==> config.mk <==
export PLATFORM = sky130hd
export DESIGN_NAME = gpio_ctrl
export DESIGN_NICKNAME = d
export VERILOG_FILES = /design/src/rtl/gpio_ctrl.sv
export SDC_FILE = /design/constraint.sdc
export NUM_CORES = 1
export LEC_CHECK = 0
export ABC_AREA = 1
export ABC_CLOCK_PERIOD_IN_PS = 1700
export CORE_UTILIZATION = 43
export CTS_CLUSTER_DIAMETER = 50
export CTS_CLUSTER_SIZE = 10
export DETAILED_ROUTE_END_ITERATION = 8
export GPL_TIMING_DRIVEN = 0
export PLACE_DENSITY = 0.82
export REMOVE_ABC_BUFFERS = 1
export SLEW_MARGIN = 20
export SYNTH_ARGS = -nofsm -noshare
export SYNTH_HDL_FRONTEND = slang
export SYNTH_SLANG_ARGS = --single-unit
==> constraint.sdc <==
create_clock -name clk -period 1.7 [get_ports clk]
set_clock_uncertainty 0.2 [all_clocks]
set_input_delay 0.17 -clock clk [delete_from_list [all_inputs] [get_ports clk]]
set_output_delay 0.17 -clock clk [all_outputs]
set_load 0.03 [all_outputs]
==> src/rtl/gpio_ctrl.sv <==
// Parametrised GPIO peripheral for the rysy word-addressed slave port: per-pin direction,
// atomic set/clear, synchronised inputs and edge interrupts with write-1-to-clear pending bits.
module gpio_ctrl #(
  parameter int          N_GPIO      = 4,
  parameter int          SYNC_STAGES = 2,
  parameter logic [31:0] RESET_OUT   = 32'h0000_0000
) (
  input  logic              clk,
  input  logic              rst,
  input  logic [7:0]        addr,
  input  logic [3:0]        be,
  input  logic [31:0]       wdata,
  input  logic              we,
  output logic [31:0]       q,
  input  logic [N_GPIO-1:0] gpio_in,
  output logic [N_GPIO-1:0] gpio_out,
  output logic [N_GPIO-1:0] gpio_oe,
  output logic              irq
);

  localparam logic [2:0] A_DATA_OUT = 3'd0;
  localparam logic [2:0] A_DIR      = 3'd1;
  localparam logic [2:0] A_DATA_IN  = 3'd2;
  localparam logic [2:0] A_RISE_EN  = 3'd3;
  localparam logic [2:0] A_FALL_EN  = 3'd4;
  localparam logic [2:0] A_PENDING  = 3'd5;
  localparam logic [2:0] A_SET      = 3'd6;
  localparam logic [2:0] A_CLR      = 3'd7;

  localparam logic [N_GPIO-1:0] DATA_OUT_RST = RESET_OUT[N_GPIO-1:0];

  logic [N_GPIO-1:0] data_out_q, data_out_d;
  logic [N_GPIO-1:0] dir_q, dir_d;
  logic [N_GPIO-1:0] rise_en_q, rise_en_d;
  logic [N_GPIO-1:0] fall_en_q, fall_en_d;
  logic [N_GPIO-1:0] pending_q, pending_d;
  logic [N_GPIO-1:0] prev_q, prev_d;
  logic [N_GPIO-1:0] sync_q [SYNC_STAGES];
  logic [N_GPIO-1:0] sync_d [SYNC_STAGES];
  logic [31:0]       q_q, q_d;
  logic              irq_q, irq_d;

  logic [31:0]       byte_mask_s;
  logic [31:0]       wbits_s;
  logic [N_GPIO-1:0] mask_n_s;
  logic [N_GPIO-1:0] wbits_n_s;
  logic [N_GPIO-1:0] w1c_s;
  logic [N_GPIO-1:0] data_in_s;
  logic [N_GPIO-1:0] event_s;
  logic              unused_s;

  function automatic logic [N_GPIO-1:0] byte_merge(input logic [N_GPIO-1:0] old_v,
                                                   input logic [N_GPIO-1:0] new_v,
                                                   input logic [N_GPIO-1:0] mask_v);
    return (old_v & ~mask_v) | (new_v & mask_v);
  endfunction

  function automatic logic [31:0] zext(input logic [N_GPIO-1:0] v);
    logic [31:0] r;
    r = 32'h0000_0000;
    r[N_GPIO-1:0] = v;
    return r;
  endfunction

  assign byte_mask_s = {{8{be[3]}}, {8{be[2]}}, {8{be[1]}}, {8{be[0]}}};
  assign wbits_s     = wdata & byte_mask_s;
  assign mask_n_s    = byte_mask_s[N_GPIO-1:0];
  assign wbits_n_s   = wbits_s[N_GPIO-1:0];
  assign data_in_s   = sync_q[SYNC_STAGES-1];
  assign unused_s    = ^{addr[7:3], wbits_s};

  // Input synchroniser shift and edge detection against the previous sample.
  always_comb begin
    sync_d[0] = gpio_in;
    for (int i = 1; i < SYNC_STAGES; i++) begin
      sync_d[i] = sync_q[i-1];
    end
    prev_d  = data_in_s;
    event_s = (data_in_s & ~prev_q & rise_en_q) | (~data_in_s & prev_q & fall_en_q);
  end

  // Register writes; an event in the same cycle as its W1C keeps the bit set.
  always_comb begin
    data_out_d = data_out_q;
    dir_d      = dir_q;
    rise_en_d  = rise_en_q;
    fall_en_d  = fall_en_q;
    w1c_s      = '0;
    if (we) begin
      case (addr[2:0])
        A_DATA_OUT: data_out_d = byte_merge(data_out_q, wbits_n_s, mask_n_s);
        A_DIR:      dir_d      = byte_merge(dir_q, wbits_n_s, mask_n_s);
        A_RISE_EN:  rise_en_d  = byte_merge(rise_en_q, wbits_n_s, mask_n_s);
        A_FALL_EN:  fall_en_d  = byte_merge(fall_en_q, wbits_n_s, mask_n_s);
        A_PENDING:  w1c_s      = wbits_n_s;
        A_SET:      data_out_d = data_out_q | wbits_n_s;
        A_CLR:      data_out_d = data_out_q & ~wbits_n_s;
        default:    w1c_s      = '0;
      endcase
    end else begin
      w1c_s = '0;
    end
    pending_d = (pending_q & ~w1c_s) | event_s;
    irq_d     = |pending_d;
  end

  // Read mux samples pre-write register contents.
  always_comb begin
    case (addr[2:0])
      A_DATA_OUT: q_d = zext(data_out_q);
      A_DIR:      q_d = zext(dir_q);
      A_DATA_IN:  q_d = zext(data_in_s);
      A_RISE_EN:  q_d = zext(rise_en_q);
      A_FALL_EN:  q_d = zext(fall_en_q);
      A_PENDING:  q_d = zext(pending_q);
      default:    q_d = 32'h0000_0000;
    endcase
  end

  // State registers.
  always_ff @(posedge clk or posedge rst) begin
    if (rst) begin
      data_out_q <= DATA_OUT_RST;
      dir_q      <= '0;
      rise_en_q  <= '0;
      fall_en_q  <= '0;
      pending_q  <= '0;
      prev_q     <= '0;
      q_q        <= 32'h0000_0000;
      irq_q      <= 1'b0;
      for (int i = 0; i < SYNC_STAGES; i++) begin
        sync_q[i] <= '0;
      end
    end else begin
      data_out_q <= data_out_d;
      dir_q      <= dir_d;
      rise_en_q  <= rise_en_d;
      fall_en_q  <= fall_en_d;
      pending_q  <= pending_d;
      prev_q     <= prev_d;
      q_q        <= q_d;
      irq_q      <= irq_d;
      for (int i = 0; i < SYNC_STAGES; i++) begin
        sync_q[i] <= sync_d[i];
      end
    end
  end

  assign q        = q_q;
  assign gpio_out = data_out_q;
  assign gpio_oe  = dir_q;
  assign irq      = irq_q;

endmodule

==> impl_metrics.json <==
{
  "antenna_found_initial": 0,
  "setup_viol": 0,
  "ys_seq_area_share_pct": 50.20,
  "drv_cap": 0,
  "synth_largest_area_cell": "dfrtp_1",
  "io_buffers": 27,
  "grt_overflow": 0,
  "yosysMostFrequentCell": "nand2_1",
  "switching_share_pct": 34.67,
  "rsz0062_at_grt": "no",
  "finalCriticalPeriod_ns": 1.658,
  "drive_gt1_share_pct": 6.950,
  "synthMuxAreaShare_pct": 0,
  "powerDensity_mw_per_mm2": 1032,
  "start_util_pct": 45.45,
  "worstSetupEndpointType": "output port",
  "status": "completed",
  "cts_tree": "built",
  "p_sw_uw": 772.7,
  "cts.sinks": 37,
  "rows": 23,
  "clk_pin_slew_worst_paths_ns": 0.08,
  "vias": 1507,
  "synth-compound-area-share_pct": 10.79,
  "clock_latency_ns": 0.30,
  "synthAdderAreaFrac_pct": 0,
  "via_per_inst": 4.877,
  "grt_pass1_wl_mm": 6.092,
  "synthTopCellsByArea": "dfrtp_1 (50%), buf_4 (11%), nand2_1 (11%)",
  "yosys.cell_types.count": 20,
  "synth_enable_flop_cells": 0,
  "ys_warn_count": 0,
  "num_antenna_cells": 0,
  "stdcell_area_sq_mm": 0.002160,
  "irDropWorstVdd_v": 0.0005480,
  "wl_per_cell_um": 11.81,
  "max_slew_margin_pct": 49.97,
  "fin_crit_sh_pct": 97.51,
  "drt-pass1-iter-count": 4,
  "numCtsBuffers": 5,
  "critPathBufInv": 1,
  "p_seq_share_pct": 47.6,
  "cpPeakStageDelay_ns": 0.66,
  "drv_slew": 0,
  "die_w_um": 67.49,
  "crit_slowest_cell": "clkdlybuf4s50_1",
  "worstPathCellList": "clkdlybuf4s50_1",
  "nets": 309,
  "final_antenna_net_count": 0,
  "grtUsageTotal_pct": 18.76,
  "worstMarginPinSlew_ns": 0.7494,
  "power_frac_clock_pct": 27.7,
  "place_area_sq_mm": 0.002068,
  "gp_congestion": 0.8692,
  "core_sq_mm": 0.004058,
  "worstSetupPathType": "register to output port",
  "remaining_drc_errors": 0,
  "path_delay_family": "buffers and inverters",
  "htreeDepth": 2,
  "grt_max_degree": 38,
  "hold_viol_final": 0,
  "synth-main-ff-cell": "dfrtp_1",
  "synth_xor_area_share_pct": 0,
  "internal_power_uw": 1456,
  "leakage_uw": 0.001124,
  "fin_hold_ws_ns": 0.1095,
  "fillers": 389,
  "combPwrFrac_pct": 24.7,
  "synth.top_cell.area_share_pct": 50.20,
  "hp-class": "primary input to register",
  "ys_ff_latch": 37,
  "ys_top_cells_by_count": "nand2_1 (52), dfrtp_1 (37), inv_1 (31), buf_4 (28), nor2_1 (23)",
  "routed_wl_mm": 3.650,
  "num_io_pins": 92,
  "syn-cell-area_sq_mm": 0.001844,
  "cts-root-buf": "clkbuf_8",
  "die_area_sq_mm": 0.004555,
  "crit_arrival_ns": 1.29,
  "dpl_worst_slack_ns": -0.2090,
  "power_uw": 2229,
  "critPathRequiredTime_ns": 1.33,
  "grt_pass1_vias": 1383,
  "synth_cells": 225,
  "syn2layout_area_growth_pct": 17.10,
  "dp_hpwl_mm": 2.704,
  "die_y_um": 67.49,
  "drt_iter0_drc": 115,
  "synth_top_family_by_area": "simple AND/OR/NAND/NOR gates",
  "max_freq_mhz": 603.2,
  "yosys.area_share.simple_pct": 20.49,
  "cp-start-kind": "register",
  "cp_max_fo": 1,
  "ys_async_sr_fraction_pct": 100.0,
  "syn_avg_cell_area_sq_um": 8.197,
  "cts_buffer_depth": 2,
  "setup_ws_ns": 0.04227
}
## kinds of logic after synthesis
| family | count (synthesis) |
|---|---|
| other | 1 |
| DFF | 37 |
| and+or+nand+nor | 90 |
| AOI/OAI and AO/OA | 35 |
| buffers and inverters | 62 |
## final timing paths
path,slack [ns],startpoint,endpoint,cells past startpoint
worst max register to register,0.45,data_in_s[2],irq,6
worst max-delay path,0.04,q[3],q[3],1
min in group asynchronous,0.12,rst,asynchronous set/reset pin,2
max in group asynchronous,0.70,rst,pending_q[0],2
worst min-delay path,0.11,gpio_in[2],sync_d[2],1
worst min register to register,0.15,sync_d[0],data_in_s[0],0
## per-stage QoR
step / TNS, ns / std cells / util (%)
floorplan: 0 / 224 / -
global placement: -11.99 / 301 / 50.97
detailed placement: -1.629 / 301 / 50.97
CTS: 0 / 309 / 52.98
global route: 0 / 309 / 53.22
finish: 0 / 309 / 53.22
## routing by layer
layer	vias up	GRT usage, %	wire, um
met4	0	11.97	89
met3	10	5.912	264
li1	721	-	-
met2	78	28.71	1714
met5	-	0	0
met1	698	22.68	1582
## cells in the final DEF, fill, tap and decap left out, drive strengths merged
master	count
dfrtp	37
nor3	1
clkdlybuf4s50	17
o21ai	12
dlymetal6s2s	3
inv	35
dlygate4sd2	7
clkinv	1
nand4	1
nand2	53
o21bai	1
clkinvlp	1
nand3b	1
a22oi	1
conb	28
clkbuf	5
nand3	10
o22ai	15
nor2	24
a21oi	6
## power by group through the flow
stage	Clock [uW]	Sequential [uW]	Combinational, uW
after floorplan	0	1170	276
after global placement	0	1080	561
after detailed placement	0	1080	572
after CTS	634	1060	554
after global routing	675	1070	605
final	618	1060	551
## final cells by class
cell class	instances	area, sq um	share of cell area [%]
Sequential cell	37	925.9	42.87
Multi-Input combinational cell	153	684.4	31.69
Timing Repair Buffer	27	269.0	12.46
Inverter	34	127.6	5.910
Clock buffer	5	68.82	3.187
Tap cell	50	62.56	2.897
Clock inverter	3	21.27	0.9849
## timing repair
action	in CTS	in global routing
hold buffers	0	0
setup buffers	0	0
pin swaps	0	0
gates resized for setup	7	4
setup endpoints to repair	7	4
Note: power is estimated with default switching activity, not from simulation.
